`config.mk`:
```
export PLATFORM = sky130hd
export DESIGN_NAME = aes_block_assembler
export DESIGN_NICKNAME = d
export VERILOG_FILES = /design/src/rtl/aes_block_assembler.sv
export SDC_FILE = /design/constraint.sdc
export NUM_CORES = 1
export LEC_CHECK = 0
export ABC_AREA = 1
export CAP_MARGIN = 20
export CORE_ASPECT_RATIO = 1.25
export CORE_MARGIN = 1
export CORE_UTILIZATION = 45
export DETAILED_ROUTE_END_ITERATION = 10
export PLACE_DENSITY = 0.68
export SYNTH_ARGS = -nofsm -noshare
export SYNTH_HDL_FRONTEND = slang
export SYNTH_SLANG_ARGS = --single-unit
export TNS_END_PERCENT = 1
```
`constraint.sdc`:
```
create_clock -name clk_i -period 2 [get_ports clk_i]
set_input_delay 0.2 -clock clk_i [delete_from_list [all_inputs] [get_ports clk_i]]
set_output_delay 0.2 -clock clk_i [all_outputs]
set_load 0.02 [all_outputs]
```
`src/rtl/aes_block_assembler.sv`:
```
// Packs UART bytes MSB-first into 128-bit blocks and writes them to the AES block FIFO.
// Define AES_ASM_PAD_FLUSH_EN to zero-pad and flush a timed-out partial block instead of discarding it.
module aes_block_assembler #(
    parameter int unsigned WR_HOLD  = 1,
    parameter int unsigned COOLDOWN = 4,
    parameter int unsigned TIMEOUT  = 1000
) (
    input  logic         clk_i,
    input  logic         reset_i,
    input  logic [7:0]   rx_data_i,
    input  logic         rx_valid_i,
    input  logic         fifo_overflow_i,
    output logic [127:0] block_out_o,
    output logic         block_wr_en_o,
    output logic [4:0]   byte_count_o,
    output logic         busy_o,
    output logic         drop_err_o,
    output logic         timeout_err_o
);

    localparam int unsigned TW = $clog2(TIMEOUT + 1);
    localparam int unsigned HW = 3;
    localparam int unsigned CW = $clog2(COOLDOWN + 1);

    typedef enum logic [1:0] {
        ST_COLLECT,
        ST_WAIT_SPACE,
        ST_WRITE,
        ST_COOLDOWN
    } state_t;

    state_t         state_q, state_d;
    logic [127:0]   shreg_q, shreg_d;
    logic [4:0]     cnt_q, cnt_d;
    logic [TW-1:0]  idle_q, idle_d;
    logic [HW-1:0]  hold_q, hold_d;
    logic [CW-1:0]  cool_q, cool_d;
    logic [127:0]   blk_q, blk_d;
    logic           wr_q, wr_d;
    logic           busy_q, busy_d;
    logic           drop_q, drop_d;
    logic           tout_q, tout_d;
    logic           accept_c;
    logic           idle_run_c;
`ifdef AES_ASM_PAD_FLUSH_EN
    logic [4:0]     pad_bytes_c;
    logic [6:0]     pad_shamt_c;
`endif

    always_ff @(posedge clk_i) begin
        if (reset_i) begin
            state_q <= ST_COLLECT;
            shreg_q <= '0;
            cnt_q   <= '0;
            idle_q  <= '0;
            hold_q  <= '0;
            cool_q  <= '0;
            blk_q   <= '0;
            wr_q    <= 1'b0;
            busy_q  <= 1'b0;
            drop_q  <= 1'b0;
            tout_q  <= 1'b0;
        end else begin
            state_q <= state_d;
            shreg_q <= shreg_d;
            cnt_q   <= cnt_d;
            idle_q  <= idle_d;
            hold_q  <= hold_d;
            cool_q  <= cool_d;
            blk_q   <= blk_d;
            wr_q    <= wr_d;
            busy_q  <= busy_d;
            drop_q  <= drop_d;
            tout_q  <= tout_d;
        end
    end

    always_comb begin
        state_d    = state_q;
        shreg_d    = shreg_q;
        cnt_d      = cnt_q;
        idle_d     = idle_q;
        hold_d     = hold_q;
        cool_d     = cool_q;
        blk_d      = blk_q;
        wr_d       = wr_q;
        tout_d     = 1'b0;
`ifdef AES_ASM_PAD_FLUSH_EN
        pad_bytes_c = 5'd16 - cnt_q;
        pad_shamt_c = {pad_bytes_c[3:0], 3'b000};
`endif

        accept_c   = rx_valid_i && (cnt_q != 5'd16) && (state_q != ST_WAIT_SPACE);
        drop_d     = rx_valid_i && !accept_c;
        idle_run_c = ((state_q == ST_COLLECT) || (state_q == ST_COOLDOWN)) &&
                     (cnt_q != 5'd0) && (cnt_q != 5'd16);

        // Byte acceptance beats a coincident timeout expiry.
        if (accept_c) begin
            shreg_d = {shreg_q[119:0], rx_data_i};
            cnt_d   = cnt_q + 5'd1;
            idle_d  = '0;
        end else if (idle_run_c) begin
            if (idle_q == TW'(TIMEOUT - 1)) begin
                idle_d = '0;
                tout_d = 1'b1;
`ifdef AES_ASM_PAD_FLUSH_EN
                shreg_d = shreg_q << pad_shamt_c;
                cnt_d   = 5'd16;
`else
                shreg_d = '0;
                cnt_d   = 5'd0;
`endif
            end else begin
                idle_d = idle_q + TW'(1);
            end
        end else if ((cnt_q == 5'd0) || (cnt_q == 5'd16)) begin
            idle_d = '0;
        end

        case (state_q)
            ST_COLLECT: begin
                if (cnt_d == 5'd16) begin
                    state_d = ST_WAIT_SPACE;
                end
            end
            ST_WAIT_SPACE: begin
                if (!fifo_overflow_i) begin
                    blk_d   = shreg_q;
                    wr_d    = 1'b1;
                    cnt_d   = 5'd0;
                    shreg_d = '0;
                    hold_d  = '0;
                    state_d = ST_WRITE;
                end
            end
            ST_WRITE: begin
                if (hold_q == HW'(WR_HOLD - 1)) begin
                    wr_d    = 1'b0;
                    cool_d  = '0;
                    state_d = ST_COOLDOWN;
                end else begin
                    hold_d = hold_q + HW'(1);
                end
            end
            ST_COOLDOWN: begin
                if (cool_q == CW'(COOLDOWN - 1)) begin
                    state_d = (cnt_d == 5'd16) ? ST_WAIT_SPACE : ST_COLLECT;
                end else begin
                    cool_d = cool_q + CW'(1);
                end
            end
            default: state_d = ST_COLLECT;
        endcase

        busy_d = (state_d != ST_COLLECT);
    end

    assign block_out_o   = blk_q;
    assign block_wr_en_o = wr_q;
    assign byte_count_o  = cnt_q;
    assign busy_o        = busy_q;
    assign drop_err_o    = drop_q;
    assign timeout_err_o = tout_q;

endmodule

```
**Word-level counts from Yosys, hierarchy flattened**

Index checks and enable logic that the tools add are counted.

- Bits in registers: 283
- Input bits: 12
- Logic and storage cells: 81

- Add/sub/neg operators: 4
- Equality and inequality tests: 13
- Multiplexer cells: 29
- Bitwise logic cells: 2
- Reduce and logical (&&, ||, !) cells: 22

Operators with widths:

| kind | number |
|---|---|
| two-way mux 128 bit | 5 |
| two-way mux 10 bit | 3 |
| two-way mux 5 bit | 5 |
| two-way mux 3 bit | 4 |
| one-hot mux 3 bit (2 select lines) | 2 |
| adder 10 x 1 -> 10 bit, second input constant | 1 |
| equality test 10 bit, second input constant | 1 |
| equality test 5 bit, second input constant | 2 |
| AND reduction 3 bit | 3 |
| two-way mux 2 bit | 4 |
| != test 2 bit, second input constant | 4 |
| one-hot mux 2 bit (4 select lines) | 1 |
| nonzero test 2 bit | 4 |
| adder 3 x 1 -> 3 bit, second input constant | 2 |
| adder 5 x 1 -> 5 bit, second input constant | 1 |
| logical AND 1 bit | 5 |
| zero test 5 bit | 1 |
| != test 5 bit, second input constant | 1 |
| nonzero test 5 bit | 1 |
| equality test 2 bit, second input constant | 2 |
| two-way mux 1 bit | 4 |
| equality test 3 x 2 -> 1 bit, second input constant | 1 |
| zero test 3 bit | 1 |
| OR reduction 3 bit | 1 |
| other kinds (9) | 11 |

**Depth between registers and ports, before layout**

- Depth in word-level cells: 11
- Mapped depth: 13
- Mapped depth without buffers: 13

**Worst setup path before layout**

OpenSTA, ideal clock, no wires.

- Kind: flip-flop to flip-flop
- From: register cnt_q[0], in the netlist byte_count_o[0]
- To: register busy_q, in the netlist busy_o
- Library setup time: 0.114 ns
- Arrival time: 1.718 ns
- Required time: 1.886 ns
- Path slack: 0.169 ns
- Stages on the path, launching flop included: 13
- Path buffers: 0
- Cells stage by stage: dfxtp_1 -> inv_1 -> ha_1 -> a21oi_4 -> nand3_4 -> nand3_1 -> nand2_1 -> nor2_2 -> nand3_1 -> nand2_1 -> nand2_1 -> nand2_1 -> nand2_1

- Longest elaborated chain between the ends: 10

Ends and longest elaborated chain:

| element | line | text |
|---|---|---|
| start, declared | 34 | `logic [4:0] cnt_q, cnt_d;` |
| start signal, assigned | 66 | `cnt_q <= cnt_d;` |
| branches (longest 4 deep; another with adder 5 x 1 -> 5 bit) | n/a |  |
| two-way mux 5 bit * | 99 | `if (accept_c) begin` |
| equality test 5 bit * | 123, 148 |  |
| two-way mux 1 bit | 148 | `state_d = (cnt_d == 5'd16) ? ST_WAIT_SPACE : ST_COLLECT;` |
| two-way mux 2 bit | 147 | `if (cool_q == CW'(COOLDOWN - 1)) begin` |
| one-hot mux 2 bit (4 select lines) * | 121 | `case (state_q)` |
| nonzero test 2 bit * | 156 | `busy_d = (state_d != ST_COLLECT);` |
| end signal, assigned | 72 | `busy_q <= busy_d;` |
| end, declared | 40 | `logic busy_q, busy_d;` |

Mark *: on every way between the ends.
A chain may end at the register's enable or synchronous reset.

**Worst setup path after layout**

- From: register cnt_q[2], in the netlist byte_count_o[2]
- To: output port byte_count_o[2]

RTL lines:

| element | line | text |
|---|---|---|
| end, declared | 15 | `output logic [4:0] byte_count_o,` |

No word-level cell between the ends.

==> results by group <==
Status
  – Status: completed

Clock tree
  – Setup Buffers After CTS: 0
  – # H-tree levels: 1
  – Hold-fix buffers, CTS: 0
  – Clock sink count: roughly 280
  – Cts bufs inserted: 27
  – CTS tree: yes
  – Post-CTS Resized: 0
  – Root Driver: clkbuf_16
  – Worst-path clk slew: roughly 60 ps
  – Max Root-Sink Buffers: 3
  – Worst-skew pair later-pin latency: around 530 ps

STA
  – Period utilization: about 93%
  – Min cycle time layout: 1860 ps
  – Max-slew violations: 0
  – Worst hold slack: around 280 ps
  – Worst slew pin tran: around 510 ps
  – Peak Freq: roughly 540 MHz
  – Clk_skew: 13.1 ps
  – Relative slew slack: between 60% and 70%
  – Setup Total Neg Slack: 0 ps
  – Final setup fails: 0
  – Final Hold Fails: 0

Logic synthesis
  – Syn_area_per_cell: around 7.9 sq um
  – EDFF count, synth: 0
  – Most common cell in the synthesized netlist: nor2_1
  – Distinct cells, synth: 33
  – Adder-Cell Fraction of Synth Area: ~1.3%
  – Main combinational cell family by area after synthesis: simple AND/OR/NAND/NOR gates
  – Mapped Nets: between 1000 and 1500
  – Mapped Cells: roughly 1300
  – Post-Synth XOR/XNOR Area: less than 1%
  – Sequential share of the synthesized area: ~54%
  – Fraction of registers with async set/reset: 0%
  – Synth cell count leaders: 287 x nor2_1, 283 x dfxtp_1, 143 x nand2_1, 137 x o21ai_0, 128 x a21oi_1
  – Compound-Gate Fraction of Synth Area: between 10% and 20%
  – Area contributors post-synth: dfxtp_1 54%, nor2_1 10%, o21ai_0 6.6%
  – Top-area cell type share of the netlist area: a little over half
  – Mapped Area: about 10000 sq um
  – Multiplexer area fraction after synthesis: 0%
  – Post-Synth Simple-Gate Area: between 20% and 30%
  – Top FF cell, synth: dfxtp_1
  – Top cell type by total area after synthesis: dfxtp_1
  – Synthesized flop and latch total: about 280
  – Yosys warning total: 0

Routing
  – Residual DRC count: 0
  – Total number of vias: approximately 9000
  – Final wirelength: roughly 26000 um
  – WL/cell: 14.8 um
  – Detail Route Antenna Nets: 0
  – Drt via density: about 5.2
  – DRT Pass-1 Iters: 5
  – Initial DRC Count: around 700

Floorplan
  – Initial Utilization: a little under half
  – Die Wd: about 140 um
  – Die H: approximately 170 um
  – # IOs: roughly 150
  – Die ar.: ~24000 sq um
  – Std cell rows: between 60 and 70
  – Core area: between 20000 and 25000 sq um

Power
  – VDD IR max: between 600 and 700 uV
  – Tot Pwr: between 0.01 and 0.015 W
  – Pleak: around 5.2 nW
  – Pwr/cell area: 1020 nW/um^2

Global route
  – Vias in the first global route: 8444
  – First-pass GRT wire length: 41700 um
  – GR Overflow Total: 0
  – Initial antenna violation count: 0
  – GRT Total Usage: between 20% and 30%
  – Largest net degree at the start of global routing: 90

Finish
  – Layout cells sized above 1: about 6.2%
  – Final instance area: ~13000 sq um
  – Layout Nets: between 1000 and 1500
  – Area of the multi-input gates: slightly above 4000 sq um
  – ANT cells: 0
  – Layout area overhead: 26.7%
  – Fill cells: 2080
  – Non-filler cells in the finished layout: 1725
  – Register area: ~5700 sq um

Placed design
  – DP Cell Count: about 1700
  – Gpl congestion: around 0.83
  – # port buffers: ~150
  – Dpl hpwl: between 15000 and 20000 um
  – Placed cell areas: approximately 12000 sq um

Critical path
  – Reg2reg path depth: 9
  – Crit path max fanout: 6
  – R2r endpoint: block_out_o[72]
  – Worst-path cell with the longest stage delay: clkdlybuf4s50_1
  – Critical Path Sink: byte_count_o[2]
  – Crit Path Class: reg -> out
  – Crit. End Element: primary output
  – Crit path arrival time: about 1700 ps
  – Reg2reg setup slack: roughly 170 ps
  – Critical path's top delay family: buffers and inverters
  – Worst setup startpoint: byte_count_o[2]
  – Cells along the critical path: clkdlybuf4s50_1
  – Reg2reg start: state_q[1]
  – CP Depth: 1
  – Crit path buf inv count: 1
  – Crit path largest cell delay: between 600 and 700 ps
  – CP required: ~1800 ps
  – Startpoint Class: flop

Min path
  – Worst Hold Class: in -> reg

Job
  – Max-Cap Viols: 0
## sequential cells by signal, indices dropped and copies added (netlist names)
name and cells:
block_out_o 128, shreg_q 128, idle_q 10, byte_count_o 5, cool_q 3, hold_q 3
state_q 2, block_wr_en_o 1, busy_o 1, drop_err_o 1, timeout_err_o 1
## through the flow
stage / setup WS, ps / util [%]
5_1_grt: -8.71 / 58.8
4_1_cts: 93.7 / 58.6
3_5_place_dp: 113 / 54.4
2_1_floorplan: 169 / -
3_3_place_gp: 175 / 54.4
6_report: 144 / 58.8
## cell type report
class	count	share of cell area, %
clock buffer	41	6.21
sequential	283	43.0
inverter	57	1.68
clock inverter	8	0.949
tap	283	2.69
timing repair buffer	174	14.0
multi-input combinational	879	31.5
## routing by layer
layer | track usage (%) | routed length, um | share of wire [%] | up-vias
li1 | - | - | - | 4551
met1 | 26.3 | 11200 | 44 | 4209
met2 | 37.0 | 12800 | 50 | 186
met3 | 2.82 | 965 | 3.8 | 42
met4 | 5.97 | 535 | 2.1 | 0
met5 | 0 | 0 | 0 | -
## worst min path at each step
stage / startpoint / end / cells after the start
after floorplan: rx_valid_i / drop_err_o / 2
after global placement: cool_q[2] / cool_q[2] / 2
after detailed placement: shreg_q[25] / shreg_q[33] / 2
after CTS: rx_valid_i / drop_err_o / 3
after global routing: rx_data_i[7] / shreg_q[7] / 3
final: rx_data_i[2] / shreg_q[2] / 3
## cell usage in the layout (no fill, tap or decap), drive strengths merged
cell type,instances
a211oi,28
a21oi,129
a221oi,2
a31oi,1
a32oi,2
buf,26
bufinv,3
clkbuf,41
clkdlybuf4s50,148
clkinv,5
clkinvlp,1
dfxtp,283
ha,11
inv,56
nand2,144
nand3,114
nand4,4
nor2,290
nor3,11
nor3b,1
o211a,1
o21ai,137
o21bai,1
o31ai,1
or2,1
xor2,1
## power by group
part           internal, W  switching, W
clock network      0.00321       0.00214
registers          0.00597      0.000196
logic             0.000735       0.00116
total              0.00991       0.00349
## kinds of logic (layout without fill, tap and decap cells)
family,count (synthesis),in the layout
AND/OR/NAND/NOR,565,565
AO/OA/AOI/OAI,302,302
flip-flops,283,283
adder cells (fa/ha/maj),11,11
XOR/XNOR,1,1
buffers and inverters,152,280
Power figures use the tool's default switching activity.
